### src/rtl/minisrc_pkg.sv
`default_nettype none
// ============================================================================
//  Module   : minisrc_pkg
//  Purpose  : Shared MiniSRC ALU opcodes, IR field positions, sequencer state
//             encoding and the ALU instruction class enum.
//  Revision : 1.0 - initial release
// ============================================================================
package minisrc_pkg;

  // ALU opcodes (ir[31:27])
  localparam logic [4:0] OP_ADD  = 5'b00011;
  localparam logic [4:0] OP_SUB  = 5'b00100;
  localparam logic [4:0] OP_AND  = 5'b00101;
  localparam logic [4:0] OP_OR   = 5'b00110;
  localparam logic [4:0] OP_SHR  = 5'b00111;
  localparam logic [4:0] OP_SHRA = 5'b01000;
  localparam logic [4:0] OP_SHL  = 5'b01001;
  localparam logic [4:0] OP_ROR  = 5'b01010;
  localparam logic [4:0] OP_ROL  = 5'b01011;
  localparam logic [4:0] OP_ADDI = 5'b01100;
  localparam logic [4:0] OP_ANDI = 5'b01101;
  localparam logic [4:0] OP_ORI  = 5'b01110;
  localparam logic [4:0] OP_MUL  = 5'b01111;
  localparam logic [4:0] OP_DIV  = 5'b10000;
  localparam logic [4:0] OP_NEG  = 5'b10001;
  localparam logic [4:0] OP_NOT  = 5'b10010;

  // IR field slice positions for a 32-bit IR
  localparam int IR_OP_MSB = 31;
  localparam int IR_OP_LSB = 27;
  localparam int IR_RA_MSB = 26;
  localparam int IR_RA_LSB = 23;
  localparam int IR_RB_MSB = 22;
  localparam int IR_RB_LSB = 19;
  localparam int IR_RC_MSB = 18;
  localparam int IR_RC_LSB = 15;

  typedef enum logic [2:0] {
    S_IDLE = 3'd0,
    S_OP1  = 3'd1,
    S_EX   = 3'd2,
    S_WB   = 3'd3,
    S_LO   = 3'd4,
    S_HI   = 3'd5,
    S_ILL  = 3'd6
  } state_t;

  // R: reg,reg  I: reg,imm  U: unary on B  M: mul/div into LO/HI  X: not ALU-class
  typedef enum logic [2:0] {
    CLS_R = 3'd0,
    CLS_I = 3'd1,
    CLS_U = 3'd2,
    CLS_M = 3'd3,
    CLS_X = 3'd4
  } alu_class_t;

endpackage : minisrc_pkg
`default_nettype wire

### src/rtl/alu_op_classify.sv
`default_nettype none
// ============================================================================
//  Module   : alu_op_classify
//  Purpose  : Combinational opcode -> ALU instruction class decoder; shared
//             with the fetch controller.
//  Revision : 1.0 - initial release
// ============================================================================
module alu_op_classify
  import minisrc_pkg::*;
(
  input  logic [4:0]  opcode,
  output alu_class_t  op_class
);

  always_comb begin
    op_class = CLS_X;
    case (opcode)
      OP_ADD, OP_SUB, OP_AND, OP_OR, OP_SHR,
      OP_SHRA, OP_SHL, OP_ROR, OP_ROL:  op_class = CLS_R;
      OP_ADDI, OP_ANDI, OP_ORI:         op_class = CLS_I;
      OP_NEG, OP_NOT:                   op_class = CLS_U;
      OP_MUL, OP_DIV:                   op_class = CLS_M;
      default:                          op_class = CLS_X;
    endcase
  end

endmodule : alu_op_classify
`default_nettype wire

### src/rtl/alu_op_sequencer.sv
`default_nettype none
// ============================================================================
//  Module   : alu_op_sequencer
//  Purpose  : Steps the MiniSRC bus datapath through operand, execute and
//             write-back phases for one latched ALU-class instruction.
//  Revision : 1.0 - initial release
// ============================================================================
module alu_op_sequencer
  import minisrc_pkg::*;
#(
  parameter int IR_W = 32,
  parameter int OP_W = 5
) (
  input  logic            clock,
  input  logic            clear_n,
  input  logic            start,
  input  logic [IR_W-1:0] ir,
  output logic            busy,
  output logic            done,
  output logic            illegal,
  output logic [OP_W-1:0] alu_op,
  output logic [3:0]      reg_sel,
  output logic            r_out,
  output logic            r_in,
  output logic            c_out,
  output logic            y_in,
  output logic            z_in,
  output logic            zlow_out,
  output logic            zhigh_out,
  output logic            lo_in,
  output logic            hi_in
);

  state_t            r_state;
  state_t            w_next_state;
  logic [IR_W-1:0]   r_ir;
  alu_class_t        w_in_class;
  alu_class_t        w_cur_class;
  logic [OP_W-1:0]   w_op;
  logic [3:0]        w_ra;
  logic [3:0]        w_rb;
  logic [3:0]        w_rc;
  logic              w_unused_ir;

  assign w_op = r_ir[IR_OP_MSB:IR_OP_LSB];
  assign w_ra = r_ir[IR_RA_MSB:IR_RA_LSB];
  assign w_rb = r_ir[IR_RB_MSB:IR_RB_LSB];
  assign w_rc = r_ir[IR_RC_MSB:IR_RC_LSB];
  // Constant bits feed the datapath directly through c_out, not this block.
  assign w_unused_ir = ^r_ir[IR_RC_LSB-1:0];

  // The incoming IR picks the first state; the latched IR drives the rest.
  alu_op_classify u_classify_in (
    .opcode   (ir[IR_OP_MSB:IR_OP_LSB]),
    .op_class (w_in_class)
  );

  alu_op_classify u_classify_cur (
    .opcode   (w_op),
    .op_class (w_cur_class)
  );

  always_ff @(posedge clock or negedge clear_n) begin
    if (!clear_n) begin
      r_state <= S_IDLE;
      r_ir    <= '0;
    end else begin
      r_state <= w_next_state;
      if (r_state == S_IDLE && start) begin
        r_ir <= ir;
      end
    end
  end

  always_comb begin
    w_next_state = S_IDLE;
    case (r_state)
      S_IDLE: begin
        w_next_state = S_IDLE;
        if (start) begin
          case (w_in_class)
            CLS_X:   w_next_state = S_ILL;
            CLS_U:   w_next_state = S_EX;
            default: w_next_state = S_OP1;
          endcase
        end
      end
      S_OP1:   w_next_state = S_EX;
      S_EX:    w_next_state = (w_cur_class == CLS_M) ? S_LO : S_WB;
      S_LO:    w_next_state = S_HI;
      S_WB,
      S_HI,
      S_ILL:   w_next_state = S_IDLE;
      default: w_next_state = S_IDLE;
    endcase
  end

  always_comb begin
    busy      = (r_state != S_IDLE);
    done      = 1'b0;
    illegal   = 1'b0;
    alu_op    = '0;
    reg_sel   = '0;
    r_out     = 1'b0;
    r_in      = 1'b0;
    c_out     = 1'b0;
    y_in      = 1'b0;
    z_in      = 1'b0;
    zlow_out  = 1'b0;
    zhigh_out = 1'b0;
    lo_in     = 1'b0;
    hi_in     = 1'b0;
    case (r_state)
      S_OP1: begin
        reg_sel = (w_cur_class == CLS_M) ? w_ra : w_rb;
        r_out   = 1'b1;
        y_in    = 1'b1;
      end
      S_EX: begin
        alu_op = w_op;
        z_in   = 1'b1;
        case (w_cur_class)
          CLS_R: begin
            reg_sel = w_rc;
            r_out   = 1'b1;
          end
          CLS_I: c_out = 1'b1;
          default: begin
            reg_sel = w_rb;
            r_out   = 1'b1;
          end
        endcase
      end
      S_WB: begin
        alu_op   = w_op;
        zlow_out = 1'b1;
        reg_sel  = w_ra;
        r_in     = 1'b1;
        done     = 1'b1;
      end
      S_LO: begin
        alu_op   = w_op;
        zlow_out = 1'b1;
        lo_in    = 1'b1;
      end
      S_HI: begin
        alu_op    = w_op;
        zhigh_out = 1'b1;
        hi_in     = 1'b1;
        done      = 1'b1;
      end
      S_ILL: begin
        done    = 1'b1;
        illegal = 1'b1;
      end
      default: ;
    endcase
  end

endmodule : alu_op_sequencer
`default_nettype wire
### config.mk
export PLATFORM = sky130hd
export DESIGN_NAME = alu_op_sequencer
export DESIGN_NICKNAME = d
export VERILOG_FILES = /design/src/rtl/minisrc_pkg.sv /design/src/rtl/alu_op_classify.sv /design/src/rtl/alu_op_sequencer.sv
export SDC_FILE = /design/constraint.sdc
export NUM_CORES = 1
export LEC_CHECK = 0
export ABC_AREA = 1
export ABC_CLOCK_PERIOD_IN_PS = 1600
export BUFFER_PORTS_ARGS = -buffer_cell sky130_fd_sc_hd__clkbuf_2
export CAP_MARGIN = 0
export CORE_MARGIN = 2
export CORE_UTILIZATION = 40
export CTS_BUF_LIST = sky130_fd_sc_hd__clkbuf_4
export DETAILED_ROUTE_END_ITERATION = 16
export GPL_ROUTABILITY_DRIVEN = 0
export PLACE_DENSITY = 0.7
export SYNTH_ARGS = -nofsm -noshare
export SYNTH_HDL_FRONTEND = slang
export SYNTH_SLANG_ARGS = --single-unit
### constraint.sdc
create_clock -name clock -period 1.6 [get_ports clock]
set_input_delay 0.32 -clock clock [delete_from_list [all_inputs] [get_ports clock]]
set_output_delay 0.32 -clock clock [all_outputs]
set_load 0.1 [all_outputs]
# Yosys cells after proc, flatten, opt, wreduce, memory -nomap -nowiden
# Memory sizes are Yosys's and may differ from the RTL's.
# Cells that the tools add are included.
[totals]
reg_bits = 35
latch_bits = 0
mem_bits_rw = 0
rom_bits = 192
output_inout_bits = 21
n_memories = 2
[op_classes]
add_sub_neg = 0
multipliers = 0
n_div = 0
order_cmp = 0
eq_ne = 10
shifts = 0
muxes = 20
bitwise_logic = 0
n_reduce_logical = 7
[mem_list]
columns = ["name", "depth", "word_bits", "rd", "rd_ports_with_merged_regs", "wr", "line_no", "source"]
rows = [
  ["(name not given)", 32, 3, 1, 0, 0, "alu_op_classify.sv:17", "case (opcode)"],
  ["(name not given)", 32, 3, 1, 0, 0, "alu_op_classify.sv:17", ""],
]
[op_table]
columns = ["operator", "count"]
rows = [
  ["3-bit by 2-bit equality test with 1-bit output, second input constant", 4],
  ["3-bit equality test, second input constant", 4],
  ["3-bit case mux with 4 select lines", 1],
  ["4-bit case mux with 3 select lines", 1],
  ["1-bit 2-to-1 mux", 11],
  ["4-bit case mux with 2 select lines", 1],
  ["3-bit by 1-bit equality test with 1-bit output, second input constant", 2],
  ["3-bit zero test", 2],
  ["3-bit 2-to-1 mux", 2],
  ["3-bit case mux with 2 select lines", 1],
  ["5-bit 2-to-1 mux", 1],
  ["4-bit 2-to-1 mux", 1],
  ["4-bit OR reduction", 1],
  ["3-bit nonzero test", 1],
  ["3-bit OR reduction", 1],
  ["1-bit case mux with 2 select lines", 1],
  ["2-bit OR reduction", 1],
  ["1-bit logical AND", 1],
]

# Depth between registers and ports, before layout
# Gate-level depths: netlist of the first run.
# An unclocked memory read counts as a cell.
[logic_depth]
ltp_word = 5
ltp_mapped = 9
mapped_depth_nobuf = 9

# Hierarchy
# Synthesis of the first run repeated with hierarchy kept, for this count alone.
[hier_totals]
cells_unflattened = 199
area_unflattened_um2 = 1295.0
[by_module_without_submodules]
columns = ["mod", "n_inst", "cells_per_inst", "area_each_um2", "seq_area_each_um2"]
rows = [
  ["alu_op_sequencer", 1, 164, 1151.1, 500.5],
  ["alu_op_classify (u_classify_in)", 1, 18, 73.8, 0.0],
  ["alu_op_classify (u_classify_cur)", 1, 17, 70.1, 0.0],
]

# Least setup slack after synthesis of the first run
# Ideal clock, no wire load.
[synth_timing]
kind = "flip-flop to output port"
start = "register r_state[2]"
end = "output port reg_sel[0]"
arrival_ps = 3850
required_time_ps = 1280
setup_slack_ps = -2570
path_stages_with_launch = 4
n_path_buf = 0
path_cell_list = "dfrtp_1 -> nor3_1 -> nand3_1 -> nand3_1"
[synth_between]
elab_chain_cells = 2
[synth_rtl]
columns = ["item", "line_no", "source"]
rows = [
  ["from (decl)", "alu_op_sequencer.sv:34", "state_t r_state;"],
  ["from (signal assigned)", "alu_op_sequencer.sv:68", "r_state <= w_next_state;"],
  ["3-bit by 2-bit equality test with 1-bit output / 3-bit by 1-bit equality test with 1-bit output (equally long branches)", "alu_op_sequencer.sv:113", "case (r_state)"],
  ["4-bit case mux with 3 select lines (*)", "alu_op_sequencer.sv:113", ""],
  ["to (decl)", "alu_op_sequencer.sv:22", "output logic [3:0] reg_sel,"],
]
# Every way passes the cells marked *; elsewhere a longest branch is shown, timed or not.

# Final worst setup path of the first run
[layout_timing]
start = "register r_ir[31]"
end = "output port reg_sel[3]"
[layout_between]
elab_chain_cells = 4
[layout_rtl]
columns = ["item", "line_no", "source"]
rows = [
  ["from (decl)", "alu_op_sequencer.sv:36", "logic [IR_W-1:0] r_ir;"],
  ["from (signal assigned)", "alu_op_sequencer.sv:70", "r_ir <= ir;"],
  ["memory 32 x 3 bit (*)", "-", ""],
  ["3-bit by 1-bit equality test with 1-bit output (tied with other cells)", "alu_op_sequencer.sv:122", "case (w_cur_class)"],
  ["4-bit case mux with 2 select lines / 4-bit 2-to-1 mux (equally long branches)", "alu_op_sequencer.sv:122, alu_op_sequencer.sv:115", ""],
  ["4-bit case mux with 3 select lines (*)", "alu_op_sequencer.sv:113", ""],
]
# Marks and branches as above.

==> flow_summary.toml, run 1 <==
[clock_tree]
cts_buffer_depth = 2
cts_tree = "built"
clkSinkCount = 20
htree_levels = 1
cts-buffers-inserted = 3
insertion_delay_ps = 310
path_clk_slew_ps = 110
root_buffer = "clkbuf_4"

[sta]
fin_crit_ps = 2070
finalClockSkew_ps = 6.07
clock.fmax_ghz = 0.483
maxSlewViolCount = 0
setup-violations-final = 20
timing.hold.ws_ps = 215
rsz0062_at_grt = "true"
finalSetupTns_ps = -6880
setup_ws_ps = -470
finalHoldViolations = 0
worst_slew_pin_slew_ps = 485
relSlewSlack = 0.677
fin_crit_sh = 1.29

[setup_path]
critPathKind = "reg2out"
cp_top_family = "buffers and inverters"
cp.arrival_ps = 1750
required_ps = 1280
path_max_fanout = 4
crit_slowest_cell = "dfrtp_1"
path_cells = "inv_1 -> nand3_2 -> buf_4 -> buf_4 -> nand3_1 -> nand2_1 -> nand3_1 -> nand3_4 -> buf_12"
critPathLaunchType = "flop"
critPathCaptureType = "output pin"
cp.buffers_inverters = 4
slowest_delay_ps = 430

[synth]
syn-num-nets = 208
syn_avg_cell_area_um2 = 7.20
yosysSeqAreaShare = 0.402
ys_types = 22
synthCells = 173
ys_seq_elements = 20
syn_area_um2 = 1240
synth_top_area_frac = 0.402
ys_top_cells_by_area = "dfrtp_1 40%, nand2_1 14%, nand3_1 10%"
synth_largest_area_cell = "dfrtp_1"
yosysWarnings = 0

[finish]
nNetsFinal = 290
seqCellArea_um2 = 505
multiInputGateArea_um2 = 871
areaGrowthSynthToFinish_pct = 95.6
nFillCells = 173
antennaDiodeCount = 0
drive_above_1_share = 0.553

[floorplan]
coreArea_um2 = 3000
row_count = 20
die_x_um = 59.8
die-area_um2 = 3570
die_y_um = 59.8
ios = 56
start_util = 0.415

[global_route]
grtUsageTotal = 0.214
grt_max_degree = 21
grt_remaining_overflow = 0
antenna_found_initial = 0
grt_pass1_vias = 1351
grt_pass1_wl_um = 5730

[detailed_routing]
routed_wirelength_um = 3480
drc = 0
num_vias = 1420
drt_iter0_drc = 35
wl_per_cell_um = 12.2
dr.pass1.iters = 4
via_per_inst = 4.97
drtAntennaViolNets = 0

[run_status]
status = "finished, violations left"
failed_checks = "negative setup slack"

[worst_hold_path]
hold_class = "in2reg"

[place]
dp_hpwl_um = 2640
io_buffers = 40
pre_cts_ws_ps = -252

[job]
maxCapViolations = 0
-- registers in the layout, summed over array words and instances (netlist names) --
| register | flops |
|---|---|
| r_ir | 17 |
| r_state | 3 |
-- metal layers --
metal | up-vias | track usage | routed length (um)
met4 | 0 | 0.0667 | 61
met5 | - | 0 | 0
li1 | 710 | - | -
met1 | 666 | 0.271 | 1490
met3 | 7 | 0.0260 | 107
met2 | 37 | 0.379 | 1820
-- path summary, 6_finish.rpt --
| kind | slack [ps] | endpoint | cells after the start | startpoint |
|---|---|---|---|---|
| max reg2reg | 130 | r_state[2] | 7 | r_state[0] |
| min reg2reg | 530 | r_ir[17] | 1 | r_ir[17] |
| max | -470 | reg_sel[3] | 9 | r_ir[31] |
| min in group asynchronous | 480 | r_ir[15] | 2 | clear_n |
| max in group asynchronous | 760 | r_state[1] | 2 | clear_n |
| min | 210 | r_ir[21] | 3 | ir[21] |
-- cells in the final DEF (no fill, tap or decap), drive strengths merged --
cell type | netlist | layout
mux2 | 4 | 4
or3 | 1 | 1
dfrtp | 20 | 20
clkbuf | 1 | 22
nand4 | 1 | 1
nor2 | 21 | 21
dlygate4sd3 | 0 | 1
buf | 3 | 61
nand2 | 51 | 51
nand3 | 26 | 26
o211ai | 1 | 1
o21ai | 15 | 15
or2 | 1 | 1
nor3 | 4 | 4
inv | 24 | 24
-- synth_stat cells (all sizes together) --
master	n
clkbuf	1
buf	3
or3	1
nand2	51
nand3	26
nand4	1
nor3	4
o21ai	15
nor2	21
mux2	4
dfrtp	20
o211ai	1
inv	24
or2	1
-- tightest hold or removal path, cell delays in order --
cell	delay [ps]
clkbuf_2	80
nand2_1	40
o21ai_0	50
-- area by class of cell --
class | instances | area share
multi-input combinational | 125 | 0.358
inverter | 24 | 0.0380
tap | 33 | 0.0170
sequential | 20 | 0.208
clock buffer | 3 | 0.00925
timing repair buffer | 81 | 0.371
-- kinds of logic (layout without fill, tap and decap cells) --
group | count (synthesis) | after routing | synth area share
and+or+nand+nor | 105 | 105 | 0.395
buffers and inverters | 28 | 108 | 0.0975
DFF | 20 | 20 | 0.402
AOI/OAI and AO/OA | 16 | 16 | 0.0663
muxes | 4 | 4 | 0.0392
-- repair_timing --
action | 4_1_cts | 5_1_grt
hold buffers | 1 | 0
setup buffers | 9 | 9
endpoints found under the hold margin | 20 | 0
pin swaps | 15 | 9
resized for setup | 25 | 20
endpoints found under the setup margin | 21 | 24
-- through the flow --
stage,util,instances,cell area (um2)
global placement,0.720,271,2160
floorplan,-,173,1410
finish,0.811,286,2430
detailed placement,0.720,271,2160
CTS,0.778,282,2330
global route,0.811,286,2430
Power of run 1 is left out: the tool's default activity adds up to more than one toggle a clock period on the data nets, which glitch-free logic cannot reach.
==> run 2: changes to the inputs <==
--- a/config.mk
+++ b/config.mk
@@ -10,11 +10,11 @@
 export BUFFER_PORTS_ARGS = -buffer_cell sky130_fd_sc_hd__clkbuf_2
 export CAP_MARGIN = 0
 export CORE_MARGIN = 2
-export CORE_UTILIZATION = 40
+export CORE_UTILIZATION = 25
 export CTS_BUF_LIST = sky130_fd_sc_hd__clkbuf_4
 export DETAILED_ROUTE_END_ITERATION = 16
 export GPL_ROUTABILITY_DRIVEN = 0
-export PLACE_DENSITY = 0.7
 export SYNTH_ARGS = -nofsm -noshare
 export SYNTH_HDL_FRONTEND = slang
+export SYNTH_HIERARCHICAL = 1
 export SYNTH_SLANG_ARGS = --single-unit
==> flow_summary.toml, run 2 <==
[global_route]
antenna_found_initial = 0
grtUsageTotal = 0.141
grt_pass1_vias = 1554
grt_pass1_wl_um = 6760
grt_remaining_overflow = 0
grt_max_degree = 37

[floorplan]
die-area_um2 = 5770
ios = 56
row_count = 26
die_y_um = 76.0
start_util = 0.257
coreArea_um2 = 5040
die_x_um = 76.0

[detailed_routing]
drt_iter0_drc = 86
drc = 0
top_layer = "met4"
met1Wirelength_um = 1970
dr.pass1.iters = 4
dr_wl_met2_um = 2550
wl_per_cell_um = 13.7
wl_met3_um = 174
drtAntennaViolNets = 0
routed_wirelength_um = 4880
num_vias = 1624
via_per_inst = 4.55

[finish]
layout_commonest_cell = "nand2_1"
post-route-util = 0.580
antennaDiodeCount = 0
largest_register_ff_count = 17
seqCellArea_um2 = 504
regMostFlops = "r_ir"
nNetsFinal = 323
nFillCells = 405
multiInputGateArea_um2 = 1070
largestRegisters = "r_ir x17, r_state x3"
areaGrowthSynthToFinish_pct = 126
drive_above_1_share = 0.648
final_cell_mix = "34 x nand2_1, 26 x inv_1, 24 x buf_12"

[synth]
ys_types = 16
synth_top_area_frac = 0.386
synth_edf_count = 0
synth_ff_type = "dfrtp_1"
synth_largest_area_cell = "dfrtp_1"
ys_seq_elements = 20
yosysSeqAreaShare = 0.386
ys_top_cells_by_count = "67 x nand2_1, 34 x inv_1, 26 x nand3_1, 20 x dfrtp_1"
yosysWarnings = 6
ys_top_cells_by_area = "dfrtp_1 39%, nand2_1 19%, nand3_1 10%"
syn-num-nets = 234
async_reset_ff_frac = 1.00
yosysMostFrequentCell = "nand2_1"
syn_avg_cell_area_um2 = 6.51
syn_area_um2 = 1290
synthCells = 199

[clock_tree]
cts_buffer_depth = 2
cts_tree = "built"
clkSinkCount = 20
cts-buffers-inserted = 3
root_buffer = "clkbuf_4"
path_clk_slew_ps = 120
insertion_delay_ps = 310
htree_levels = 1

[setup_path]
worstReg2RegStart = "r_state[1]"
crit_top_cell = "nand2_1"
path_cells = "nand2_1 -> nor2_2 -> nand2_1 -> nand2_2 -> nand2_2 -> nor2_4 -> buf_6 -> nand2_1 -> nand3_2 -> nand3_4 -> buf_12"
critPathKind = "reg2out"
required_ps = 1280
critPathCaptureType = "output pin"
path_max_fanout = 5
crit_start = "r_ir[29]"
critPathLaunchType = "flop"
crit_slowest_cell = "dfrtp_1"
slowest_delay_ps = 450
cp.arrival_ps = 1910

[sta]
rsz0062_at_grt = "true"
fin_crit_ps = 2230
setup_ws_ps = -633
clock.fmax_ghz = 0.448
finalClockSkew_ps = 10.3
fin_crit_sh = 1.40
maxSlewViolCount = 0
finalHoldViolations = 0
setup-violations-final = 41
relSlewSlack = 0.654
worst_slew_pin_slew_ps = 518

[place]
io_buffers = 40
dp_hpwl_um = 2740

[worst_hold_path]
hold_class = "in2reg"
min_from = "ir[20]"

[run_status]
failed_checks = "negative setup slack"
status = "finished, violations left"

[job]
maxCapViolations = 0
## run 2: layer usage
layer	vias to the layer above	GRT usage
li1	790	-
met1	783	0.157
met2	37	0.264
met3	14	0.0237
met4	0	0.0618
met5	-	0
## run 2: layout make-up
cell class                 count  share of cell area
inverter                      36              0.0531
timing repair buffer          88               0.361
clock buffer                   3             0.00770
sequential                    20               0.172
multi-input combinational    139               0.366
clock inverter                 1              0.0103
tap                           70              0.0300
## run 2: worst paths after layout
kind	to	slack, ps	cells after the start
max reg2reg	r_ir[24]	-290	12
max in group asynchronous	r_state[0]	700	2
min	r_ir[20]	220	3
max	reg_sel[3]	-630	11
min reg2reg	r_ir[18]	550	2
min in group asynchronous	r_ir[20]	510	2
## run 2: critical path, delay by kind of cell (launching register included)
| family | cells | cell delay [ps] |
|---|---|---|
| buffers and inverters | 2 | 290 |
| DFF | 1 | 450 |
| and+or+nand+nor | 9 | 870 |
## run 2: logic make-up (layout without fill, tap and decap cells)
family | count (synthesis) | after routing | synth area share
AO/OA/AOI/OAI | 21 | 21 | 0.0812
buffers and inverters | 40 | 128 | 0.133
flip-flops | 20 | 20 | 0.386
AND/OR/NAND/NOR | 118 | 118 | 0.399
## run 2: repair_timing
action | CTS | global route
resized for setup | 46 | 64
hold buffers | 1 | 0
gates cloned | 0 | 6
buffers inserted | 13 | 13
hold endpoints to repair | 20 | 0
pin swaps | 10 | 16
endpoints found under the setup margin | 21 | 35
## run 2: through the flow
stage	instances	TNS, ps	hold WS [ps]	setup WS (ps)	cell area [um2]
2_1_floorplan	199	-5530	24.4	-648	1460
4_1_cts	341	-6090	211	-512	2520
6_report	357	-12510	216	-633	2920
5_1_grt	357	-15700	197	-750	2920
3_5_place_dp	324	-1440	313	-247	2190
3_3_place_gp	324	-1180	307	-203	2190
Power of run 2 is left out for the same reason.
